==> src/rtl/seq_div_pkg.sv <==
// Shared types and sizing helpers for the sequential restoring divider.
package seq_div_pkg;

  typedef enum logic [1:0] {
    IDLE = 2'd0,
    RUN  = 2'd1,
    DONE = 2'd2
  } state_e;

  localparam int unsigned DEFAULT_WIDTH = 4;

  // Ceiling log2, never below 1 so a counter always has at least one bit.
  function automatic int unsigned clog2(input int unsigned n);
    int unsigned r;
    r = 0;
    while ((32'd1 << r) < n) r++;
    return (r == 0) ? 1 : r;
  endfunction

endpackage

==> src/rtl/div_trial_sub.sv <==
// Combinational trial subtractor: a - b as a + ~b + 1, with borrow = inverted carry-out.
module div_trial_sub #(
  parameter int unsigned WIDTH = 5
) (
  input  logic [WIDTH-1:0] i_a,
  input  logic [WIDTH-1:0] i_b,
  output logic [WIDTH-1:0] o_diff,
  output logic             o_borrow
);

  logic [WIDTH:0] w_sum;

  assign w_sum    = {1'b0, i_a} + {1'b0, ~i_b} + (WIDTH + 1)'(1);
  assign o_diff   = w_sum[WIDTH-1:0];
  assign o_borrow = ~w_sum[WIDTH];

endmodule

==> src/rtl/seq_restoring_divider.sv <==
// Unsigned restoring divider, one quotient bit per clock, with start/busy/done handshake.
module seq_restoring_divider
  import seq_div_pkg::*;
#(
  parameter int unsigned WIDTH = DEFAULT_WIDTH
) (
  input  logic             clk,
  input  logic             rst,
  input  logic             start,
  input  logic [WIDTH-1:0] dividend,
  input  logic [WIDTH-1:0] divisor,
  output logic             busy,
  output logic             done,
  output logic [WIDTH-1:0] quotient,
  output logic [WIDTH-1:0] remainder,
  output logic             div_by_zero
);

  localparam int unsigned CNT_W = clog2(WIDTH);

  state_e           r_state, w_state_next;
  logic [WIDTH-1:0] r_q, r_rem, r_divisor;
  logic [WIDTH-1:0] r_quot, r_remain;
  logic [CNT_W-1:0] r_cnt;
  logic             r_dbz;

  logic             w_accept, w_last, w_take, w_borrow;
  logic [WIDTH:0]   w_shifted, w_diff;
  logic [WIDTH-1:0] w_rem_next, w_q_next;

  assign w_accept = start && ((r_state == IDLE) || (r_state == DONE));
  assign w_last   = (r_cnt == CNT_W'(WIDTH - 1));

  // Partial remainder is always below the divisor, so its extra top bit is
  // structurally zero and only WIDTH bits are kept.
  assign w_shifted = {r_rem, r_q[WIDTH-1]};

  div_trial_sub #(
    .WIDTH(WIDTH + 1)
  ) u_trial_sub (
    .i_a     (w_shifted),
    .i_b     ({1'b0, r_divisor}),
    .o_diff  (w_diff),
    .o_borrow(w_borrow)
  );

  assign w_take     = ~w_diff[WIDTH] & ~w_borrow;
  assign w_rem_next = w_take ? w_diff[WIDTH-1:0] : w_shifted[WIDTH-1:0];
  assign w_q_next   = {r_q[WIDTH-2:0], w_take};

  always_comb begin
    w_state_next = r_state;
    unique case (r_state)
      IDLE: begin
        if (start) w_state_next = (divisor == '0) ? DONE : RUN;
      end
      RUN: begin
        if (w_last) w_state_next = DONE;
      end
      DONE: begin
        if (start) w_state_next = (divisor == '0) ? DONE : RUN;
        else       w_state_next = IDLE;
      end
      default: w_state_next = IDLE;
    endcase
  end

  always_ff @(posedge clk) begin
    if (rst) r_state <= IDLE;
    else     r_state <= w_state_next;
  end

  always_ff @(posedge clk) begin
    if (rst) begin
      r_q       <= '0;
      r_rem     <= '0;
      r_divisor <= '0;
      r_cnt     <= '0;
      r_quot    <= '0;
      r_remain  <= '0;
      r_dbz     <= 1'b0;
    end else if (w_accept) begin
      r_q       <= dividend;
      r_rem     <= '0;
      r_divisor <= divisor;
      r_cnt     <= '0;
      if (divisor == '0) begin
        r_quot   <= '1;
        r_remain <= dividend;
        r_dbz    <= 1'b1;
      end
    end else if (r_state == RUN) begin
      r_q   <= w_q_next;
      r_rem <= w_rem_next;
      r_cnt <= r_cnt + CNT_W'(1);
      if (w_last) begin
        r_quot   <= w_q_next;
        r_remain <= w_rem_next;
        r_dbz    <= 1'b0;
      end
    end
  end

  assign busy        = (r_state == RUN);
  assign done        = (r_state == DONE);
  assign quotient    = r_quot;
  assign remainder   = r_remain;
  assign div_by_zero = r_dbz;

endmodule

==> config.mk <==
export PLATFORM = sky130hd
export DESIGN_NAME = seq_restoring_divider
export DESIGN_NICKNAME = d
export VERILOG_FILES = /design/src/rtl/seq_div_pkg.sv /design/src/rtl/div_trial_sub.sv /design/src/rtl/seq_restoring_divider.sv
export SDC_FILE = /design/constraint.sdc
export NUM_CORES = 1
export LEC_CHECK = 0
export ABC_AREA = 1
export CORE_MARGIN = 2
export CORE_UTILIZATION = 45
export DETAILED_ROUTE_END_ITERATION = 8
export GPL_TIMING_DRIVEN = 0
export PLACE_DENSITY = 0.69
export SETUP_SLACK_MARGIN = 0.1
export SLEW_MARGIN = 20
export SYNTH_ARGS = -nofsm -noshare
export SYNTH_HDL_FRONTEND = slang
export SYNTH_SLANG_ARGS = --single-unit
==> constraint.sdc <==
create_clock -name clk -period 3.3 [get_ports clk]
set_clock_uncertainty 0.2 [all_clocks]
set_input_delay 0.495 -clock clk [delete_from_list [all_inputs] [get_ports clk]]
set_output_delay 0.495 -clock clk [all_outputs]
set_load 0.05 [all_outputs]
==> results of run 1 <==
[power breakdown]
group	switching, µW	internal [µW]
sequential	10.1	318
combinational	140	85.9
clock	95.7	46.4
total	245	450
[routing by layer]
layer / up-vias / wire length, µm / global-route usage, %
met4: 0 / 12 / 4.545
met5: - / 0 / 0
met1: 577 / 1405 / 23.78
li1: 649 / - / -
met3: 2 / 139 / 4.803
met2: 29 / 1293 / 30.00
[final timing paths]
path | end | slack [ns] | cells after the start | start
worst max-delay path | busy | 0.71 | 4 | r_state[0]$_SDFFE_PP0P_
worst min-delay path | r_cnt[1]$_SDFFE_PP0P_ | 0.28 | 2 | r_cnt[1]$_SDFFE_PP0P_
worst max register to register | remainder[3]$_SDFFE_PP0P_ | 1.27 | 11 | r_q[3]$_SDFFE_PP0P_
worst min register to register | r_cnt[1]$_SDFFE_PP0P_ | 0.28 | 2 | r_cnt[1]$_SDFFE_PP0P_
[worst max-delay path, stage by stage, from the launching register on]
cell and delay, ns:
dfxtp_1 0.40, inv_2 0.06, nor2_4 0.10, buf_4 0.19
clkdlybuf4s50_1 0.82
[synth_stat cells]
master	count
a21oi_1	24
buf_4	3
o21ai_1	8
nand2_4	2
o21ai_0	6
nand3_4	1
xnor2_1	1
buf_6	1
clkbuf_1	1
inv_1	25
nand4_2	1
nand2_2	8
inv_2	5
nor2_1	11
nand3_1	12
nor2_4	2
nor2_2	1
dfxtp_1	25
fa_1	1
nand2_1	34
a31oi_1	4
inv_4	2
o21a_1	1
ha_1	5
nand3b_1	1
nand3_2	2
[per-stage QoR]
stage | total power, µW | std cells | hold WS [ns] | utilization, % | area (µm²)
after floorplan | 507.9 | 187 | 0.2326 | - | 1365
after global placement | 554.0 | 239 | 0.2434 | 57.05 | 1614
after detailed placement | 558.9 | 239 | 0.2512 | 57.05 | 1614
after CTS | 700.7 | 243 | 0.2804 | 58.12 | 1644
after global routing | 746.1 | 243 | 0.3070 | 58.12 | 1644
final | 695.6 | 243 | 0.2773 | 58.12 | 1644
[sequential cells by signal, indices dropped and copies added (netlist names)]
register	flops
r_cnt	2
quotient	4
r_divisor	4
remainder	4
div_by_zero	1
r_state	2
r_rem	4
r_q	4
[cells by family after synthesis]
logic type	Yosys count	synth area share, %
buf+inv	37	11.92
flops	25	36.66
fa+ha+maj	6	6.050
simple gates	75	28.41
compound gates	43	16.32
xor+xnor	1	0.6417
[final cells by class]
cell class,instances,share of cell area (%)
sequential,25,30.44
tap,31,2.359
timing repair buffer,21,12.79
buffer,5,2.283
multi-input combinational,125,42.69
clock buffer,3,1.370
clock inverter,1,0.4566
inverter,32,7.610
==> results.md, run 1 <==
- Status: finished, final reports clean
- Clk sinks: 25
- Worst setup EP type: output pin
- Hold buffer count at CTS: 0
- Top cell type by total area after synthesis: dfxtp_1
- Final setup fails: 0
- Post-Place Setup Slack: about 1.1 ns
- Initial core utilization: about half
- DIE WIDTH: between 50 and 60 µm
- Drt pass-1 iters: 4
- Crit-path max FO: 10
- Clock buffer count from CTS: 3
- Commonest non-fill, non-tap cell in the layout: nand2_1
- Rows: 19
- Syn-to-layout area delta: 20.44%
- Critical path class: flop to output pin
- Max H-tree Level: 1
- Mapped cell area: 1365 µm²
- Dominant cells by area after synthesis: dfxtp_1, nand2_1, a21oi_1, inv_1, ha_1
- Final net count: between 200 and 250
- Hold Violations, Final: 0
- ANT cells: 0
- Syn avg cell area: approximately 7.3 µm²
- Gpl congestion: between 0.8 and 0.9
- Largest net degree at the start of global routing: 16
- Final setup margin: roughly 0.71 ns
- Leakage: 0.0007474 µW
- Synth unique cells: 26
- Unrepaired setup endpoints after global routing: no
- Final max-slew violation count: 0
- Maximum buffer depth of the clock tree: 2
- WL final: approximately 2900 µm
- Max Cap Violations: 0
- Worst-Skew Late Latency: approximately 0.33 ns
- Final setup TNS: 0 ns
- Port bufs: 21
- Post-CTS setup buffers: 0
- Synthesized instance count: approximately 190
- CTS root buf: clkbuf_4
- Fmax: between 300 and 400 MHz
- CP Launch Type: flop
- HP Class: flop to flop
- Global-route congestion overflow total: 0
- Routed Antenna Nets: 0
- Die height: roughly 59 µm
- Critical path required time: approximately 2.6 ns
- Post-DP HPWL: between 2000 and 2500 µm
- Overall fraction of global-route tracks in use: roughly 18%
- Share of the synthesized area in the top cell type: a little over a third
- Arr. time, crit path: 1.89 ns
- Die Footprint: between 3000 and 4000 µm²
- Core area: roughly 2800 µm²
- Filler Cell Count: 281
- Synth Register Bits: 25
- Iteration-0 DRC Markers: 32
- Storage cell area: approximately 500 µm²
- Initial antenna violation count: 0
- Slew Limit Headroom: approximately two thirds
- Drc violations: 0
- Vias: between 1000 and 1500
- Fin crit share: 78.48%
- Vias in the first global route: 1142
- Ys Warns: 0
- Most frequent cells in the layout: nand2_1, inv_1, dfxtp_1
- Vias/cell: around 5.2
- Clock Pin Slew Worst Setup and Hold Paths: ~0.14 ns
- Avg WL per Cell: ~12 µm
- VDD IR-drop max: around 0.00037 V
- Num ports: 22
- First-pass GRT wire length: between 4000 and 5000 µm
- Worst-Margin Slew: 0.5202 ns
- Area taken by multi-input logic gates: 701.9 µm²
- Post-synthesis net count: ~200
- Final period demand of the worst path: 2.590 ns
- Seq/Total Area, Yosys: a little over a third
- Pwr dens: about 420 nW/µm²
- Post-cts resize count: 0
- CTS tree: done
- Layout cells sized above 1: 15.09%
Power figures use the tool's default switching activity.
==> run 2: changes to the inputs <==
clock period = 2.6 ns   (was 3.3 ns; I/O delays follow)
==> results.md, run 2 (same netlist as run 1, synthesis figures left out) <==
- Status: finished, final reports clean
- Clock Pin Slew Worst Setup and Hold Paths: 0.14 ns
- Avg WL per Cell: about 12 µm
- Routed Antenna Nets: 0
- Core area: 2829 µm²
- Clock buffer count from CTS: 3
- Worst setup EP type: output pin
- Arr. time, crit path: 1.65 ns
- Worst-Margin Slew: 0.5202 ns
- Drt pass-1 iters: 4
- Port bufs: 21
- Critical path required time: 2.01 ns
- Rows: 19
- Drc violations: 0
- Final setup fails: 0
- Commonest non-fill, non-tap cell in the layout: nand2_1
- Layout cells sized above 1: ~15%
- Syn-to-layout area delta: 20.62%
- ANT cells: 0
- Iteration-0 DRC Markers: 32
- CTS tree: done
- Max Cap Violations: 0
- Post-CTS setup buffers: 0
- CTS root buf: clkbuf_4
- Buf+Inv Stages, Crit Path: 2
- Post-cts resize count: 0
- Crit-path max FO: 2
- Global-route congestion overflow total: 0
- Slew Limit Headroom: between 60% and 70%
- Maximum buffer depth of the clock tree: 2
- Critical path class: flop to output pin
- Final setup margin: roughly 0.36 ns
- Max incr delay on CP: roughly 0.8 ns
- Hold Violations, Final: 0
- Final net count: 230
- Post-Place Setup Slack: approximately 0.5 ns
- Gpl congestion: approximately 0.84
- WL final: 2856 µm
- Vias: around 1300
- Final max-slew violation count: 0
- Fin crit share: ~86%
- Die height: between 50 and 60 µm
- Initial core utilization: between 40% and 50%
- HP Class: flop to flop
- Die Footprint: approximately 3500 µm²
- DIE WIDTH: 59.08 µm
- Initial antenna violation count: 0
- Vias/cell: 5.189
- Num ports: 22
- Fmax: ~450 MHz
- CP top delay family: buffers and inverters
- Max H-tree Level: 1
- Final setup TNS: 0 ns
- Clk sinks: 25
- Vias in the first global route: approximately 1100
- CP max-delay cell: clkdlybuf4s50_1
- Overall fraction of global-route tracks in use: a little under a fifth
- CP Launch Type: flop
- CP Cell Sequence: inv_1, nor2_1, clkdlybuf4s50_1
- Pwr dens: 536.2 nW/µm²
- First-pass GRT wire length: approximately 5000 µm
- Leakage: roughly 0.00076 µW
- Worst-Skew Late Latency: ~0.33 ns
- Most frequent cells in the layout: nand2_1, inv_1, dfxtp_1
- VDD IR-drop max: between 0.0004 and 0.0005 V
- Largest net degree at the start of global routing: 16
- Unrepaired setup endpoints after global routing: no
- Post-DP HPWL: roughly 2200 µm
- Final period demand of the worst path: 2.238 ns
- Hold buffer count at CTS: 0
==> run 2: worst paths after layout <==
check,slack [ns],end,start,cells past startpoint
worst max-delay path,0.36,done,r_state[1]$_SDFFE_PP0P_,3
worst min-delay path,0.28,r_cnt[1]$_SDFFE_PP0P_,r_cnt[1]$_SDFFE_PP0P_,2
worst max register to register,0.57,remainder[3]$_SDFFE_PP0P_,r_q[3]$_SDFFE_PP0P_,11
worst min register to register,0.28,r_cnt[1]$_SDFFE_PP0P_,r_cnt[1]$_SDFFE_PP0P_,2
==> run 2: area by class of cell <==
class                   instances  area (µm²)
fillers                       280        1182
multi-input cells             125       701.9
clock inverters                 1       7.507
well taps                      31       38.79
plain buffers                   5       37.54
repair buffers                 21       212.7
clock buffers                   3       22.52
flip-flops and latches         25       500.5
inverters                      32       125.1
==> run 2: power by group <==
group,internal (µW),switching (µW)
Clock,58.9,121
Sequential,404,12.8
Combinational,109,177
==> run 2: stage by stage <==
stage | instance area (µm²) | hold slack (ns) | util, % | cells | power, µW
after floorplan | 1365 | 0.2326 | - | 187 | 644.6
after global placement | 1614 | 0.2434 | 57.05 | 239 | 703.2
after detailed placement | 1614 | 0.2512 | 57.05 | 239 | 709.4
after CTS | 1644 | 0.2804 | 58.12 | 243 | 889.3
after global routing | 1647 | 0.3070 | 58.20 | 243 | 946.6
final | 1647 | 0.2773 | 58.20 | 243 | 882.9
==> run 2: metal layers <==
layer | part of all wire (%) | wire [µm] | vias up | GRT usage, %
met3 | 5.1 | 146 | 2 | 4.803
met4 | 0.42 | 12 | 0 | 4.545
li1 | - | - | 649 | -
met2 | 45 | 1294 | 31 | 30.00
met1 | 49 | 1403 | 579 | 23.78
met5 | 0 | 0 | - | 0
==> run 2: worst register-to-register path: stages (launching register included) <==
cell	delay [ns]
dfxtp_1	0.34
inv_1	0.09
ha_1	0.15
inv_1	0.07
fa_1	0.42
nand3_1	0.10
nand3_1	0.12
nand2_4	0.12
nand2_4	0.09
nand2_2	0.07
nand3_1	0.08
a21oi_1	0.13
